==> config.mk <==
export PLATFORM = sky130hd
export DESIGN_NAME = stack_reader_flat
export DESIGN_NICKNAME = d
export VERILOG_FILES = /design/src/rtl/stack_pkg.sv /design/src/rtl/stack_reader_if.sv /design/src/rtl/stack_reader.sv /design/src/flat_wrapper.sv
export SDC_FILE = /design/constraint.sdc
export NUM_CORES = 1
export LEC_CHECK = 0
export CAP_MARGIN = 5
export CORE_MARGIN = 4
export CORE_UTILIZATION = 48
export CTS_CLUSTER_DIAMETER = 60
export DETAILED_ROUTE_END_ITERATION = 8
export PLACE_DENSITY = 0.81
export SYNTH_ARGS = -nofsm -noshare
export SYNTH_HDL_FRONTEND = slang
export SYNTH_SLANG_ARGS = --single-unit
==> constraint.sdc <==
create_clock -name clk -period 4.4 [get_ports clk]
set_input_delay 0.88 -clock clk [delete_from_list [all_inputs] [get_ports clk]]
set_output_delay 0.88 -clock clk [all_outputs]
set_load 0.02 [all_outputs]
==> src/rtl/stack_pkg.sv <==
// rtl/stack_pkg.sv - shared stack geometry defaults and stack_reader FSM state encoding
package stack_pkg;

    localparam int STACK_DATA_W = 4;
    localparam int STACK_DEPTH  = 8;
    localparam int READER_CNT_W = 4;

    typedef enum logic [2:0] {
        IDLE   = 3'd0,
        POP    = 3'd1,
        WAIT   = 3'd2,
        HOLD   = 3'd3,
        FINISH = 3'd4
    } reader_state_t;

endpackage

==> src/rtl/stack_reader_if.sv <==
// rtl/stack_reader_if.sv - stack_reader control, stack-side and output-stream signals (optional STACK_READER_PARITY_EN)
interface stack_reader_if #(
    parameter int DATA_W = stack_pkg::STACK_DATA_W,
    parameter int CNT_W  = stack_pkg::READER_CNT_W
);

    logic              start;
    logic [CNT_W-1:0]  max_pops;
    logic              stk_empty;
    logic [DATA_W-1:0] stk_data;
    logic              stk_pop;
    logic [DATA_W-1:0] out_data;
    logic              out_valid;
    logic              out_ready;
    logic              busy;
    logic              done;
    logic [CNT_W-1:0]  pop_count;
`ifdef STACK_READER_PARITY_EN
    logic              out_parity;
`endif

`ifdef STACK_READER_PARITY_EN
    modport master (
        input  start, max_pops, stk_empty, stk_data, out_ready,
        output stk_pop, out_data, out_valid, busy, done, pop_count, out_parity
    );

    modport slave (
        output start, max_pops, stk_empty, stk_data, out_ready,
        input  stk_pop, out_data, out_valid, busy, done, pop_count, out_parity
    );
`else
    modport master (
        input  start, max_pops, stk_empty, stk_data, out_ready,
        output stk_pop, out_data, out_valid, busy, done, pop_count
    );

    modport slave (
        output start, max_pops, stk_empty, stk_data, out_ready,
        input  stk_pop, out_data, out_valid, busy, done, pop_count
    );
`endif

endinterface

==> src/rtl/stack_reader.sv <==
// rtl/stack_reader.sv - drains a LIFO stack onto a valid/ready stream (optional STACK_READER_PARITY_EN)
module stack_reader #(
    parameter int DATA_W = stack_pkg::STACK_DATA_W,
    parameter int DEPTH  = stack_pkg::STACK_DEPTH,
    parameter int CNT_W  = stack_pkg::READER_CNT_W
) (
    input  logic          clk,
    input  logic          rstN,
    stack_reader_if.master bus
);

    import stack_pkg::*;

    localparam logic [CNT_W-1:0] CNT_MAX = CNT_W'(DEPTH);

    reader_state_t     state;
    reader_state_t     state_next;
    logic [CNT_W-1:0]  limit;
    logic [CNT_W-1:0]  pop_count;
    logic [DATA_W-1:0] out_data;
    logic              out_valid;
    logic              busy;
    logic              done;
    logic              stk_pop;
    logic              start_ok;
    logic              limit_hit;

    assign start_ok  = (state == IDLE) && bus.start;
    // A zero limit means "until empty"; limits above DEPTH are never reached.
    assign limit_hit = (limit != '0) && (pop_count == limit);

    always_ff @(posedge clk or posedge rstN) begin
        if (rstN) begin
            state <= IDLE;
        end else begin
            state <= state_next;
        end
    end

    always_comb begin
        state_next = state;
        stk_pop    = 1'b0;
        case (state)
            IDLE: begin
                if (bus.start) state_next = POP;
            end
            POP: begin
                if (bus.stk_empty || limit_hit) begin
                    state_next = FINISH;
                end else begin
                    stk_pop    = 1'b1;
                    state_next = WAIT;
                end
            end
            WAIT: begin
                state_next = HOLD;
            end
            HOLD: begin
                if (bus.out_ready) state_next = POP;
            end
            FINISH: begin
                state_next = IDLE;
            end
            default: begin
                state_next = IDLE;
            end
        endcase
    end

    always_ff @(posedge clk or posedge rstN) begin
        if (rstN) begin
            limit     <= '0;
            pop_count <= '0;
            out_data  <= '0;
            out_valid <= 1'b0;
            busy      <= 1'b0;
            done      <= 1'b0;
        end else begin
            done <= (state_next == FINISH);

            if (start_ok) begin
                busy <= 1'b1;
            end else if (state_next == FINISH) begin
                busy <= 1'b0;
            end

            if (start_ok) begin
                limit     <= bus.max_pops;
                pop_count <= '0;
            end else if (stk_pop && (pop_count != CNT_MAX)) begin
                pop_count <= pop_count + CNT_W'(1);
            end

            // The stack presents the popped word one cycle after the strobe.
            if (state == WAIT) begin
                out_data  <= bus.stk_data;
                out_valid <= 1'b1;
            end else if ((state == HOLD) && bus.out_ready) begin
                out_valid <= 1'b0;
            end
        end
    end

`ifdef STACK_READER_PARITY_EN
    logic out_parity;

    always_ff @(posedge clk or posedge rstN) begin
        if (rstN) begin
            out_parity <= 1'b0;
        end else if (state == WAIT) begin
            out_parity <= ^bus.stk_data;
        end
    end

    assign bus.out_parity = out_parity;
`endif

    assign bus.stk_pop   = stk_pop;
    assign bus.out_data  = out_data;
    assign bus.out_valid = out_valid;
    assign bus.busy      = busy;
    assign bus.done      = done;
    assign bus.pop_count = pop_count;

endmodule

==> src/flat_wrapper.sv <==
// flat-port wrapper written by rule: the top's interface ports become plain ports
module stack_reader_flat import stack_pkg::*;
#(
    parameter int DATA_W = stack_pkg::STACK_DATA_W,
    parameter int DEPTH  = stack_pkg::STACK_DEPTH,
    parameter int CNT_W  = stack_pkg::READER_CNT_W
)
  (clk, rstN, bus_start, bus_max_pops, bus_stk_empty, bus_stk_data, bus_out_ready, bus_stk_pop, bus_out_data, bus_out_valid, bus_busy, bus_done, bus_pop_count);
  stack_reader_if #(.DATA_W(DATA_W), .CNT_W(CNT_W)) bus_i ();
  input  logic clk;
  input  logic rstN;
  input wire logic [$bits(bus_i.start)-1:0] bus_start;
  input wire logic [$bits(bus_i.max_pops)-1:0] bus_max_pops;
  input wire logic [$bits(bus_i.stk_empty)-1:0] bus_stk_empty;
  input wire logic [$bits(bus_i.stk_data)-1:0] bus_stk_data;
  input wire logic [$bits(bus_i.out_ready)-1:0] bus_out_ready;
  output wire logic [$bits(bus_i.stk_pop)-1:0] bus_stk_pop;
  output wire logic [$bits(bus_i.out_data)-1:0] bus_out_data;
  output wire logic [$bits(bus_i.out_valid)-1:0] bus_out_valid;
  output wire logic [$bits(bus_i.busy)-1:0] bus_busy;
  output wire logic [$bits(bus_i.done)-1:0] bus_done;
  output wire logic [$bits(bus_i.pop_count)-1:0] bus_pop_count;
  assign bus_i.start = bus_start;
  assign bus_i.max_pops = bus_max_pops;
  assign bus_i.stk_empty = bus_stk_empty;
  assign bus_i.stk_data = bus_stk_data;
  assign bus_i.out_ready = bus_out_ready;
  assign bus_stk_pop = bus_i.stk_pop;
  assign bus_out_data = bus_i.out_data;
  assign bus_out_valid = bus_i.out_valid;
  assign bus_busy = bus_i.busy;
  assign bus_done = bus_i.done;
  assign bus_pop_count = bus_i.pop_count;
  stack_reader #(.DATA_W(DATA_W), .DEPTH(DEPTH), .CNT_W(CNT_W)) u_core (.clk(clk), .rstN(rstN), .bus(bus_i));
endmodule
**Word-level counts from Yosys, hierarchy flattened**

Index checks and enable logic that the tools add are counted.

- Muxes and demuxes: 12
- Reduce and logical (&&, ||, !) cells: 10
- Equal/unequal tests: 6
- $add $sub $neg: 1

Operator list:

| operator | number |
|---|---|
| $pmux W3 S4 | 1 |
| $mux W3 | 3 |
| $mux W4 | 2 |
| $eq A3 B2 Y1 const B | 2 |
| $mux W1 | 6 |
| $reduce_bool A2 Y1 | 3 |
| $add A4 B1 Y4 const B | 1 |
| $eq A4 B4 Y1 | 1 |
| $logic_and A1 B1 Y1 | 4 |
| $ne A4 B4 Y1 const B | 1 |
| $reduce_bool A4 Y1 | 1 |
| $eq A3 B1 Y1 const B | 1 |
| $eq A3 B3 Y1 const B | 1 |
| $logic_not A3 Y1 | 1 |
| $logic_or A1 B1 Y1 | 1 |

- Bits in registers: 18
- Input port bits: 13
- Output and inout bits: 12

**Depth between registers and ports, before layout**

- Depth after elaboration: 8
- Depth in mapped cells: 6
- Gate-level depth less buffers: 6

**Least setup slack after synthesis**

No wires, ideal clock.

- Path kind: flip-flop to output port
- Start point: reg u_core.pop_count[2] (netlist: u_core.bus.pop_count[2])
- End point: out bus_stk_pop
- Slack: 2.101 ns
- Stages on the path, launching flop included: 5
- Arrival: 1.419 ns
- Required time: 3.520 ns
- Cell sequence: dfrtp_1 > or2_2 > o21ai_0 > a21o_1 > nor2_1

- Word-level cells in the longest chain between the ends: 5

Ends and longest elaborated chain:

| element | RTL line | source |
|---|---|---|
| from (decl) | stack_reader.sv:19 | `logic [CNT_W-1:0] pop_count;` |
| from (signal assigned) | stack_reader.sv:91 | `pop_count <= pop_count + CNT_W'(1);` |
| $eq A4 B4 Y1 | stack_reader.sv:30 | `assign limit_hit = (limit != '0) && (pop_count == limit);` |
| $logic_and A1 B1 Y1 | stack_reader.sv:30 |  |
| $logic_or A1 B1 Y1 | stack_reader.sv:48 | `if (bus.stk_empty \|\| limit_hit) begin` |
| $mux W1 | stack_reader.sv:48 |  |
| $mux W1 | stack_reader.sv:43 | `case (state)` |
| to (decl) | flat_wrapper.sv:17 | `output wire logic [$bits(bus_i.stk_pop)-1:0] bus_stk_pop;` |

No other way between the ends.

**Worst setup path after layout**

Ends and elaborated chain as after synthesis.

==> impl_metrics.csv <==
group,metric,value,unit
run_status,run_status,"finished clean",
power_and_ir_drop,clkPwrFrac,10.7,%
critical_path,crit_fanout,7,
clock_tree,clk_latency,0.28,ns
yosys,synth_area_leader_cell,"sky130_fd_sc_hd__dfrtp_1",
power_and_ir_drop,power.net_switching,0.2889,mW
drt,mean_routed_wirelength_per_cell,14.12,um
clock_tree,number_of_buffers_added_to_fix_hold_violations_after_cts,0,
power_and_ir_drop,leakage,0.5219,nW
sta,slew_violations,0,
global_route,grt_pass1_wl,2.891,mm
drt,antenna_left,0,
place,placement.cell_area,1095,um2
sta,hold_violations,0,
flow_run,max-cap-violations,0,
floorplanning,die_y,49.79,um
layout,insertedDiodeCount,0,
sta,final.hold.worst_slack,0.5098,ns
layout,layout.cells.most_common,"sky130_fd_sc_hd__clkdlybuf4s50_1",
drt,dr.pass1.iters,4,
power_and_ir_drop,power_per_cell_area,656.3,nW/um2
layout,area_growth_syn_to_layout,33.28,%
power_and_ir_drop,ir_drop,0.4005,mV
sta,grt_setup_unrepaired,"false",
floorplanning,initial_utilization,53.17,%
global_route,grt_overflow,0,
floorplanning,dieWidth,49.79,um
critical_path,critPathArrivalTime,2.21,ns
yosys,postSynthRegisterBits,18,
power_and_ir_drop,comb_power_share,48.6,%
layout,ratio_of_cells_with_drive_above_1_in_the_final_layout,12.15,%
yosys,synth.yosys.warnings,0,
critical_path,critPathRequiredTime,3.52,ns
sta,clock.fmax,0.3232,GHz
yosys,yosysSeqAreaShare,53.73,%
place,portBuffers,24,
critical_path,reg2reg_depth,5,
clock_tree,cts.repair.resized,0,
yosys,synth_fp_nets,96,
layout,layout.nets,124,
sta,timing_worst_slew_pin_value,1.034,ns
yosys,synth.top_cell.area_share,53.73,%
place,hpwlAfterDp,1.346,mm
sta,timing.final.setup_violations,0,
power_and_ir_drop,p_int,0.4444,mW
floorplanning,std_cell_rows,14,
sta,fin_worst_skew,0.004572,ns
clock_tree,tritoncts_num_sinks,18,
clock_tree,path_clk_slew,0.09,ns
drt,vias_per_cell,5.260,
drt,routed-via-count,647,
critical_path,reg2reg_setup_slack,2.55,ns
global_route,track_usage,16.27,%
place,gp_routability_congestion,0.7701,
sta,final.period_utilization,70.33,%
floorplanning,die_area,2479,um2
drt,finalWirelength,1.737,mm
layout,layout_common_cells,"sky130_fd_sc_hd__clkdlybuf4s50_1 (24), sky130_fd_sc_hd__nand2_1 (22), sky130_fd_sc_hd__dfrtp_1 (18)",
place,dp.cells,120,
layout,layout.cell_area.non_filler,1117,um2
floorplanning,core,1577,um2
critical_path,critical_path.endpoint_type,"output pin",
worst_hold_path,hold_path.class,"flip-flop to flip-flop",
power_and_ir_drop,share_seq_of_total_power,40.8,%
place,pre_cts_slack,1.325,ns
global_route,grt_pass1_vias,623,
yosys,mappedNetlistArea,838.3,um2
critical_path,timing.setup.critical_path_class,"flip-flop to output pin",
yosys,syn_area_per_cell,10.35,um2
layout,utilization,70.87,%
critical_path,startpoint_type,"flip-flop",
sta,relSlewSlack,30.13,%
sta,tns,0,ns
floorplanning,top_level_ports,25,
clock_tree,cts_made_buffers,3,
power_and_ir_drop,finalPower,0.7333,mW
clock_tree,h-tree-depth,1,
clock_tree,clockRootBuffer,"sky130_fd_sc_hd__clkbuf_4",
yosys,yosys.cell_types.count,25,
critical_path,reg2reg_from,"u_core.state[2]$_DFF_PP0_",
clock_tree,post_cts_setup_inserts,0,
worst_hold_path,hold_depth,2,
layout,layoutNonFillerInstCount,123,
yosys,synth.area.top_cells,"sky130_fd_sc_hd__dfrtp_1 (54%), sky130_fd_sc_hd__nand2_1 (9.9%), sky130_fd_sc_hd__mux2_2 (5.4%), sky130_fd_sc_hd__xor2_1 (3.1%), sky130_fd_sc_hd__ha_1 (3.0%)",
clock_tree,tritoncts,"yes",
global_route,grt_max_degree,19,
drt,drcViolationCount,0,
power_and_ir_drop,swShare,39.39,%
sta,fin_crit,3.095,ns
global_route,initial_antenna_violation_count,0,
critical_path,timing.rr.end,"u_core.bus.pop_count[3]$_DFFE_PP0P_",
drt,detailedRoute.firstIterationViolations,7,
clock_tree,cts-root-to-sink-buffers,2,
yosys,synthCells,81,
worst_hold_path,min_from,"u_core.limit[2]$_DFFE_PP0P_",
worst_hold_path,hold_critical_path_endpoint,"u_core.limit[2]$_DFFE_PP0P_",
sta,postLayoutSetupSlackWorst,1.305,ns
logic make-up after synthesis:
| family | Yosys count | synth area share, % |
|---|---|---|
| AO/OA/AOI/OAI | 9 | 8.060 |
| XOR/XNOR | 3 | 3.135 |
| adder cells (fa/ha/maj) | 2 | 2.985 |
| buffers and inverters | 6 | 2.686 |
| flip-flops | 18 | 53.73 |
| multiplexers | 6 | 7.761 |
| AND/OR/NAND/NOR | 37 | 21.64 |
state kept, by name (all words and copies together), names as in the netlist:
signal and count:
u_core.limit 4, u_core.bus.out_data 4, u_core.state 3, u_core.bus.done 1, u_core.bus.out_valid 1, u_core.bus.busy 1
u_core.bus.pop_count 4
synth_stat cells (all sizes together):
cell type / n
nand2b: 1
or4b: 1
mux2i: 2
mux2: 4
o21ai: 3
and2b: 2
a21oi: 2
o22ai: 1
nor3: 2
nor3b: 1
nand2: 22
clkbuf: 1
nand4: 1
a311o: 1
dfrtp: 18
nor2: 4
o31ai: 1
xor2: 3
or2: 1
a21o: 1
nor4b: 1
inv: 5
or3b: 1
ha: 2
final cells by class:
cell class / instances / area [um2]
fillers: 127 / 459.2
flip-flops and latches: 18 / 450.4
multi-input cells: 57 / 365.4
repair buffers: 24 / 240.2
clock buffers: 3 / 22.52
well taps: 16 / 20.02
inverters: 5 / 18.77
critical path, cell delays in order, from the launching register on:
cell and delay [ns]:
sky130_fd_sc_hd__dfrtp_1 0.44, sky130_fd_sc_hd__or2_2 0.28, sky130_fd_sc_hd__o21ai_0 0.39, sky130_fd_sc_hd__a21o_1 0.24
sky130_fd_sc_hd__nor2_1 0.05, sky130_fd_sc_hd__clkdlybuf4s50_1 0.53
worst max-delay path by stage:
stage	end	slack (ns)	startpoint
3_3_place_gp	bus_stk_pop	1.33	bus_stk_empty
2_1_floorplan	bus_stk_pop	2.10	u_core.bus.pop_count[2]$_DFFE_PP0P_
3_5_place_dp	bus_stk_pop	1.33	bus_stk_empty
5_1_grt	bus_stk_pop	1.13	u_core.bus.pop_count[2]$_DFFE_PP0P_
4_1_cts	bus_stk_pop	1.28	u_core.bus.pop_count[2]$_DFFE_PP0P_
6_report	bus_stk_pop	1.31	u_core.bus.pop_count[2]$_DFFE_PP0P_
layer usage:
metal	routed length [um]	global-route usage, %
met5	0	0
met4	34	11.06
met3	62	3.012
met2	928	28.85
met1	712	17.24
power groups by stage:
| stage | Clock, mW | Sequential (mW) | Combinational [mW] |
|---|---|---|---|
| 2_1_floorplan | 0 | 0.338 | 0.180 |
| 3_3_place_gp | 0 | 0.296 | 0.349 |
| 3_5_place_dp | 0 | 0.302 | 0.360 |
| 4_1_cts | 0.0823 | 0.298 | 0.361 |
| 5_1_grt | 0.0912 | 0.307 | 0.394 |
| 6_report | 0.0782 | 0.299 | 0.356 |
Power figures use the tool's default switching activity.
